<file path="src/rtl/exu_operand_pipe.sv">
// exu_operand_pipe: registered ALU operand selector with RAW forwarding, issue stall and a skid buffer.
// Optional feature macro EXU_OPERAND_FWD_EN: forward ready producer results; when undefined any match stalls.
module exu_operand_pipe #(
  parameter int DATA_WIDTH = 64,
  parameter int REG_AW     = 5,
  parameter int NUM_FWD    = 2
) (
  input  logic                          clk_i,
  input  logic                          rst_n_i,
  input  logic                          flush_i,
  input  logic                          in_valid_i,
  output logic                          in_ready_o,
  input  logic                          rs1_enable_i,
  input  logic                          rs2_enable_i,
  input  logic                          memread_i,
  input  logic                          alu_2nd_src_i,
  input  logic                          jal_i,
  input  logic                          jalr_i,
  input  logic                          auipc_i,
  input  logic [REG_AW-1:0]             rs1_addr_i,
  input  logic [REG_AW-1:0]             rs2_addr_i,
  input  logic [DATA_WIDTH-1:0]         rs1_i,
  input  logic [DATA_WIDTH-1:0]         rs2_i,
  input  logic [DATA_WIDTH-1:0]         pc_i,
  input  logic [DATA_WIDTH-1:0]         imme_i,
  input  logic [DATA_WIDTH-1:0]         mem_read_i,
  input  logic [NUM_FWD-1:0]            fwd_valid_i,
  input  logic [NUM_FWD-1:0]            fwd_ready_i,
  input  logic [NUM_FWD*REG_AW-1:0]     fwd_addr_i,
  input  logic [NUM_FWD*DATA_WIDTH-1:0] fwd_data_i,
  output logic                          out_valid_o,
  input  logic                          out_ready_i,
  output logic [DATA_WIDTH-1:0]         alu_A_o,
  output logic [DATA_WIDTH-1:0]         alu_B_o,
  output logic [DATA_WIDTH-1:0]         pc_o,
  output logic                          stall_o,
  output logic [31:0]                   stall_cnt_o
);

  localparam logic [1:0] ST_EMPTY = 2'd0;
  localparam logic [1:0] ST_ONE   = 2'd1;
  localparam logic [1:0] ST_FULL  = 2'd2;

  localparam logic [DATA_WIDTH-1:0] LINK_OFS = DATA_WIDTH'(4);

  // Returns {hazard, value} for one source; the youngest matching producer is applied last and wins.
  function automatic logic [DATA_WIDTH:0] resolve(input logic                  en,
                                                  input logic [REG_AW-1:0]     addr,
                                                  input logic [DATA_WIDTH-1:0] rf);
    logic                  haz;
    logic [DATA_WIDTH-1:0] val;
    haz = 1'b0;
    val = rf;
    for (int k = NUM_FWD - 1; k >= 0; k--) begin
      if (en && (addr != '0) && fwd_valid_i[k] &&
          (fwd_addr_i[k*REG_AW +: REG_AW] == addr)) begin
`ifdef EXU_OPERAND_FWD_EN
        haz = ~fwd_ready_i[k];
        val = fwd_ready_i[k] ? fwd_data_i[k*DATA_WIDTH +: DATA_WIDTH] : rf;
`else
        haz = 1'b1;
        val = rf;
`endif
      end
    end
    return {haz, val};
  endfunction

`ifndef EXU_OPERAND_FWD_EN
  logic unused_fwd;
  assign unused_fwd = ^{fwd_ready_i, fwd_data_i};
`endif

  logic [DATA_WIDTH:0]   rs1_res, rs2_res;
  logic [DATA_WIDTH-1:0] rs1_val, rs2_val;
  logic [DATA_WIDTH-1:0] sel_a, sel_b;
  logic                  hazard, accept;

  always_comb begin
    rs1_res = resolve(rs1_enable_i, rs1_addr_i, rs1_i);
    rs2_res = resolve(rs2_enable_i, rs2_addr_i, rs2_i);
  end

  assign rs1_val = rs1_res[DATA_WIDTH-1:0];
  assign rs2_val = rs2_res[DATA_WIDTH-1:0];
  assign hazard  = rs1_res[DATA_WIDTH] | rs2_res[DATA_WIDTH];

  always_comb begin
    sel_a = '0;
    if (rs1_enable_i)                  sel_a = rs1_val;
    else if (jal_i | jalr_i | auipc_i) sel_a = pc_i;
  end

  always_comb begin
    sel_b = '0;
    if (rs2_enable_i)         sel_b = rs2_val;
    else if (alu_2nd_src_i)   sel_b = imme_i;
    else if (jal_i | jalr_i)  sel_b = LINK_OFS;
    else if (memread_i)       sel_b = mem_read_i;
  end

  logic [1:0] state_q, state_d;
  logic       in_ready_q;
  logic       load_out, load_skid, skid_to_out;

  assign stall_o = in_valid_i & hazard;
  assign accept  = in_valid_i & in_ready_q & ~hazard & ~flush_i;

  always_comb begin
    state_d     = state_q;
    load_out    = 1'b0;
    load_skid   = 1'b0;
    skid_to_out = 1'b0;
    if (flush_i) begin
      state_d = ST_EMPTY;
    end else begin
      case (state_q)
        ST_EMPTY: begin
          if (accept) begin
            state_d  = ST_ONE;
            load_out = 1'b1;
          end
        end
        ST_ONE: begin
          if (accept && !out_ready_i) begin
            state_d   = ST_FULL;
            load_skid = 1'b1;
          end else if (accept) begin
            load_out = 1'b1;
          end else if (out_ready_i) begin
            state_d = ST_EMPTY;
          end
        end
        ST_FULL: begin
          if (out_ready_i) begin
            state_d     = ST_ONE;
            skid_to_out = 1'b1;
          end
        end
        default: state_d = ST_EMPTY;
      endcase
    end
  end

  always_ff @(posedge clk_i or negedge rst_n_i) begin
    if (!rst_n_i) begin
      state_q    <= ST_EMPTY;
      in_ready_q <= 1'b1;
    end else begin
      state_q    <= state_d;
      in_ready_q <= (state_d != ST_FULL);
    end
  end

  // Output register and skid buffer.
  logic [DATA_WIDTH-1:0] out_a_q, out_b_q, out_pc_q;
  logic [DATA_WIDTH-1:0] out_a_d, out_b_d, out_pc_d;
  logic [DATA_WIDTH-1:0] skid_a_q, skid_b_q, skid_pc_q;

  always_comb begin
    out_a_d  = out_a_q;
    out_b_d  = out_b_q;
    out_pc_d = out_pc_q;
    if (load_out) begin
      out_a_d  = sel_a;
      out_b_d  = sel_b;
      out_pc_d = pc_i;
    end else if (skid_to_out) begin
      out_a_d  = skid_a_q;
      out_b_d  = skid_b_q;
      out_pc_d = skid_pc_q;
    end
  end

  always_ff @(posedge clk_i or negedge rst_n_i) begin
    if (!rst_n_i) begin
      out_a_q  <= '0;
      out_b_q  <= '0;
      out_pc_q <= '0;
    end else begin
      out_a_q  <= out_a_d;
      out_b_q  <= out_b_d;
      out_pc_q <= out_pc_d;
    end
  end

  always_ff @(posedge clk_i) begin
    if (load_skid) begin
      skid_a_q  <= sel_a;
      skid_b_q  <= sel_b;
      skid_pc_q <= pc_i;
    end
  end

  logic [31:0] stall_cnt_q, stall_cnt_d;

  always_comb begin
    stall_cnt_d = stall_cnt_q;
    if (stall_o && !flush_i && (stall_cnt_q != 32'hFFFF_FFFF))
      stall_cnt_d = stall_cnt_q + 32'd1;
  end

  always_ff @(posedge clk_i or negedge rst_n_i) begin
    if (!rst_n_i) stall_cnt_q <= '0;
    else          stall_cnt_q <= stall_cnt_d;
  end

  assign in_ready_o  = in_ready_q;
  assign out_valid_o = (state_q != ST_EMPTY);
  assign alu_A_o     = out_a_q;
  assign alu_B_o     = out_b_q;
  assign pc_o        = out_pc_q;
  assign stall_cnt_o = stall_cnt_q;

endmodule

</file>
<file path="config.mk">
export PLATFORM = sky130hd
export DESIGN_NAME = exu_operand_pipe
export DESIGN_NICKNAME = d
export VERILOG_FILES = /design/src/rtl/exu_operand_pipe.sv
export SDC_FILE = /design/constraint.sdc
export NUM_CORES = 1
export LEC_CHECK = 0
export CAP_MARGIN = 10
export CORE_AREA = 2 2 279 281
export CTS_BUF_LIST = sky130_fd_sc_hd__clkbuf_8
export CTS_CLUSTER_SIZE = 8
export DETAILED_ROUTE_END_ITERATION = 10
export DIE_AREA = 0 0 281 283
export PLACE_DENSITY_LB_ADDON = 0.05
export SLEW_MARGIN = 15
export SYNTH_ARGS = -nofsm -noshare
export SYNTH_HDL_FRONTEND = slang
export SYNTH_SLANG_ARGS = --single-unit
export TNS_END_PERCENT = 50
</file>
<file path="constraint.sdc">
create_clock -name clk_i -period 25.4 [get_ports clk_i]
set_input_delay 2.54 -clock clk_i [delete_from_list [all_inputs] [get_ports clk_i]]
set_output_delay 2.54 -clock clk_i [all_outputs]
set_load 0.02 [all_outputs]
</file>
---- Yosys cells after proc, flatten, opt, wreduce, memory -nomap -nowiden ----
Cells that the tools add are included.
word-level totals
  output and inout bits ................... 227
  flip-flop bits (word level) ............. 419
  word-level logic and storage cells ...... 80
  input bits .............................. 484
cells by class
  $add $sub $neg .......................... 1
  multiplexer cells ....................... 33
  eq/ne operators ......................... 8
  reductions and logical operators ........ 20
  bitwise gates (word level) .............. 9
operator list
  kind                   count
  $mux 64                12
  $add 32x1->32 const B  1
  $ne 32x32->1 const B   1
  $eq 5x5->1             4
  $logic_and 1x1->1      13
  $mux 1                 13
  $mux 2                 6
  $reduce_bool 5->1      2
  $pmux 2 s3             1
  $and 1x1->1            4
  $reduce_bool 2->1      2
  $or 1x1->1             3
  $eq 2x1->1 const B     1
  $eq 2x2->1 const B     1
  $logic_not 1->1        2
  $logic_not 2->1        1
  $ne 2x2->1 const B     1
  $not 1->1              2
  $pmux 1 s2             1

---- Logic depth before layout (Yosys ltp) ----
  depth after elaboration ................. 15
  mapped depth ............................ 10

---- Least setup slack after synthesis ----
No wires, ideal clock.
  path kind ............................... input port to flip-flop
  start point ............................. input rs2_addr_i[0]
  end point ............................... register skid_a_q[0] (enable)
  slack ................................... 7707 ps
  required time ........................... 24420 ps
  arrival ................................. 16712 ps
  cell stages on the path ................. 6
  cell sequence ........................... or4_1 > o21ai_1 > o22ai_2 > buf_2 > buf_2 > nor3_1
between the ends
  longest elaborated chain between the ends .. 14
  elaborated cells between the ends (all ways) .. 18
ends and longest elaborated chain
  item                            line  text
  start: declaration              21    input logic [REG_AW-1:0] rs2_addr_i,
  $reduce_bool 5->1               55    if (en && (addr != '0) && fwd_valid_i[k] &&
  $logic_and 1x1->1 (3 in a row)  55
  $mux 1                          55
  $mux 1 (*)                      55
  $or 1x1->1 (*)                  86    assign hazard = rs1_res[DATA_WIDTH] | rs2_res[DATA_WIDTH];
  $not 1->1 (*)                   107   assign accept = in_valid_i & in_ready_q & ~hazard & ~flush_i;
  $and 1x1->1 (*) (2 in a row)    107
  $logic_and 1x1->1 (*)           125   if (accept && !out_ready_i) begin
  $mux 1 (*)                      125
  $mux 1 (*)                      117   case (state_q)
  $mux 1 (*)                      114   if (flush_i) begin
  named net load_skid             104   logic load_out, load_skid, skid_to_out;
  end signal: assignment          189   skid_a_q <= sel_a;
  end: declaration                158   logic [DATA_WIDTH-1:0] skid_a_q, skid_b_q, skid_pc_q;
The timed path passes the listed nets; every way through them passes the cells marked *.
A chain may end at the register's enable or synchronous reset.

---- Worst setup path after layout ----
  start point ............................. input fwd_addr_i[5]
  end point ............................... output stall_o
between the ends
  longest elaborated chain between the ends .. 6
  elaborated cells between the ends (all ways) .. 10
ends and longest elaborated chain
  item                 line  text
  start: declaration   29    input logic [NUM_FWD*REG_AW-1:0] fwd_addr_i,
  $eq 5x5->1           56    (fwd_addr_i[k*REG_AW +: REG_AW] == addr)) begin
  $logic_and 1x1->1    55
  $mux 1 (2 in a row)  55
  $or 1x1->1 (*)       86
  $and 1x1->1 (*)      106   assign stall_o = in_valid_i & hazard;
  end: declaration     36    output logic stall_o,
Every way passes the cells marked *; elsewhere a longest branch is shown, timed or not.

==> metrics.csv <==
stage;metric;value;unit
routing;DR pass1 iterations;5;
pwr;static leakage;0.0109;uW
routing;top routing layer used;met5;
routing;Met1 Wirelength;39.4;mm
floorplanning;die area;79500;um2
placed_design;Routability Congestion;0.830;
critical_path;flop2flop setup slack;21.94;ns
floorplanning;DIE WIDTH;281;um
cells_and_area;design area;28200;um2
timing;Final period util;0.302;
critical_path;cell mode on critical path;clkdlybuf4s50_1;
critical_path;Setup CP Type;primary input to output pin;
timing;clock skew;0.0333;ns
timing;Worst Max-Slew Pin Slew;1.22;ns
placed_design;Post-Place Worst Slack;17.71;ns
synth;EDFF count, synth;192;
floorplanning;Cell Rows;102;
flow_run;MaxCap Viol Count;0;
clocking;clk sinks;419;
routing;DR vias/cell;5.07;
cells_and_area;Area Overhead vs Synth;40.7;%
placed_design;Port Buf Inserts;580;
timing;final setup margin;17.74;ns
global_route;vias in the first global route;18300;
clocking;post-CTS setup buffers;0;
critical_path;Buf/Inv on CP;2;
global_route;first-pass GRT wire length;131;mm
routing;Routed WL;90.4;mm
timing;final setup TNS;0;ns
floorplanning;Die Y;283;um
synth;net count after synthesis;2418;
routing;vias;18100;
timing;Tmin final;7.66;ns
critical_path;Crit. path cell count;7;
synth;top cell type's share of synthesized area;0.288;
critical_path;CP delay by family, top;buffers and inverters;
critical_path;Crit. End Element;output pin;
synth;Synth area leaders;edfxtp_1 (29%), dfrtp_1 (28%), a31oi_1 (6.0%);
clocking;Clock transition at path regs;0.05;ns
placed_design;placed cell areas;26600;um2
timing;Hold Violations, Final;0;
floorplanning;core area;76700;um2
global_route;GRT Util Overall;0.222;
clocking;H-tree depth;3;
global_route;grt total ovfl;0;
global_route;largest net degree at the start of global routing;138;
critical_path;CP required;22.86;ns
synth;Top FF cell, synth;dfrtp_1;
critical_path;crit path max fanout;3;
pwr;Power Density;66.4;nW/um2
clocking;post-cts resize count;0;
cells_and_area;nets;2929;
routing;Routed Antenna Nets;0;
routing;drt wl/cell;25.4;um
floorplanning;initial core utilization;0.261;
clocking;# hold bufs at CTS;0;
cells_and_area;layout cells sized above 1;0.0613;
run_status;status;complete, no violations;
cells_and_area;fillers;7634;
timing;Hold Slack;0.515;ns
routing;Initial DRC Count;1218;
clocking;worst-skew pair later-pin latency;0.67;ns
placed_design;Final HPWL DP;57.5;mm
critical_path;CP cell instances;clkdlybuf4s50_1 -> xor2_1 -> nor4_1 -> a32oi_1 -> o22ai_4 -> and2_1 -> clkdlybuf4s50_1;
timing;worst relative slew slack;0.187;
critical_path;Setup crit end;stall_o;
synth;syn avg cell area;10.4;um2
routing;met3 wire len;7.24;mm
routing;total length of routed met2 wires;42.2;mm
critical_path;crit-path max cell delay;0.63;ns
hold_path;Hold Path Class;register to register;
synth;Seq/Total Area, Yosys;0.571;
routing;DRC Markers;0;
critical_path;Slowest cell on crit path;clkdlybuf4s50_1;
clocking;CTS Buf Count;82;
synth;cell count after synthesis;1933;
critical_path;Worst setup SP type;primary input;
hold_path;hold depth;1;
critical_path;arrival time at the worst endpoint;5.12;ns
critical_path;origin of the worst setup path;fwd_addr_i[5];
clocking;root buf cell;clkbuf_8;
floorplanning;# IOs;711;
timing;FMAX;130;MHz
cells_and_area;final core utilization;0.368;
clocking;clock buffer depth;3;
pwr;maximum vdd ir drop;0.0332;mV
critical_path;r2r endpoint;alu_B_o[30];
synth;mapped cell area;20000;um2
hold_path;hold_sp;stall_cnt_o[14];
timing;setup violators final;0;
critical_path;RR Startpoint;in_ready_o;
timing;RSZ-0062 raised after global routing;no;
synth;post-synth top area cell;edfxtp_1;
synth;post-synthesis async set-or-reset flop share;0.542;
critical_path;Reg2Reg Depth;5;
clocking;CTS tree;built;
synth;post-synth cell types;45;
global_route;initial antenna violation count;29;
synth;Syn. warnings;0;
timing;Final Slew Violations;0;
synth;Seq cells post-synth;419;
logic make-up after synthesis:
| group | count (synthesis) | share of synthesized area |
|---|---|---|
| mux | 1 | 0.000562 |
| compound gates | 777 | 0.255 |
| simple gates | 379 | 0.0848 |
| flops | 419 | 0.571 |
| fa+ha+maj | 1 | 0.000624 |
| xor+xnor | 51 | 0.0223 |
| buf+inv | 305 | 0.0651 |
where the power goes:
group | total (uW) | internal (uW) | leakage [uW] | switching, uW
combinational | 417 | 190 | 0.00539 | 227
sequential | 793 | 761 | 0.00455 | 32.8
clock | 661 | 347 | 0.000932 | 314
layout by cell type (no fill, tap or decap), types with 26 or more instances in the layout:
cell type        count
o21ai_0            105
xor2_1              40
a21oi_1            128
nand4_1             26
inv_1              163
clkdlybuf4s50_1    575
a22o_1             128
o31ai_1            129
a22oi_1             63
edfxtp_1           192
nand2_1            135
dfrtp_1            226
nor2_1             135
clkbuf_8            97
a31oi_1            192
layer usage:
| layer | vias to the layer above | GRT usage |
|---|---|---|
| met5 | - | 0 |
| met4 | 18 | 0.0528 |
| met3 | 108 | 0.0675 |
| met2 | 678 | 0.356 |
| met1 | 8993 | 0.291 |
| li1 | 8285 | - |
layout make-up:
cell class | instances | area [um2] | share of cell area
Antenna cell | 13 | 32.5 | 0.00115
Clock buffer | 97 | 1340 | 0.0473
Sequential cell | 419 | 11400 | 0.406
Tap cell | 1040 | 1300 | 0.0461
Clock inverter | 55 | 236 | 0.00839
Inverter | 128 | 480 | 0.0170
Multi-Input combinational cell | 1209 | 7370 | 0.261
Timing Repair Buffer | 604 | 5990 | 0.213
worst register-to-register path: stages (launching register included):
cell     delay [ns]
dfstp_2        0.52
nand2_1        0.10
nor2_1         0.33
and2_4         0.84
nand2_8        0.87
a31oi_1        0.70
how the worst min path moves through the flow:
stage,to,slack [ns]
6_report,stall_cnt_o[14],0.51
5_1_grt,stall_cnt_o[14],0.53
4_1_cts,stall_cnt_o[14],0.51
3_5_place_dp,stall_cnt_o[14],0.50
3_3_place_gp,stall_cnt_o[14],0.49
2_1_floorplan,alu_A_o[0],0.53
state kept, by name (all words and copies together), names as in the netlist, 2 cells and up:
signal	cells
alu_A_o	64
alu_B_o	64
pc_o	64
skid_a_q	64
skid_b_q	64
skid_pc_q	64
stall_cnt_o	32
state_q	2
cell usage after synthesis (11+ instances only):
cell,count
xnor2_1,11
nand3_1,13
a22o_1,128
nor2_1,137
nand2_1,137
a31oi_1,192
inv_1,128
dfrtp_1,226
o31ai_1,129
nor3_1,22
o21ai_1,25
a22oi_1,63
buf_2,37
a21oi_1,128
nand4_1,26
buf_6,15
edfxtp_1,192
o21ai_0,105
clkbuf_1,123
xor2_1,40
per-stage QoR:
stage,cells,total power [uW]
after floorplan,1933,995
after global placement,3400,1220
after detailed placement,3400,1230
after CTS,3552,1900
after global routing,3556,1960
final,3565,1870
(Power assumes the default switching activity.)
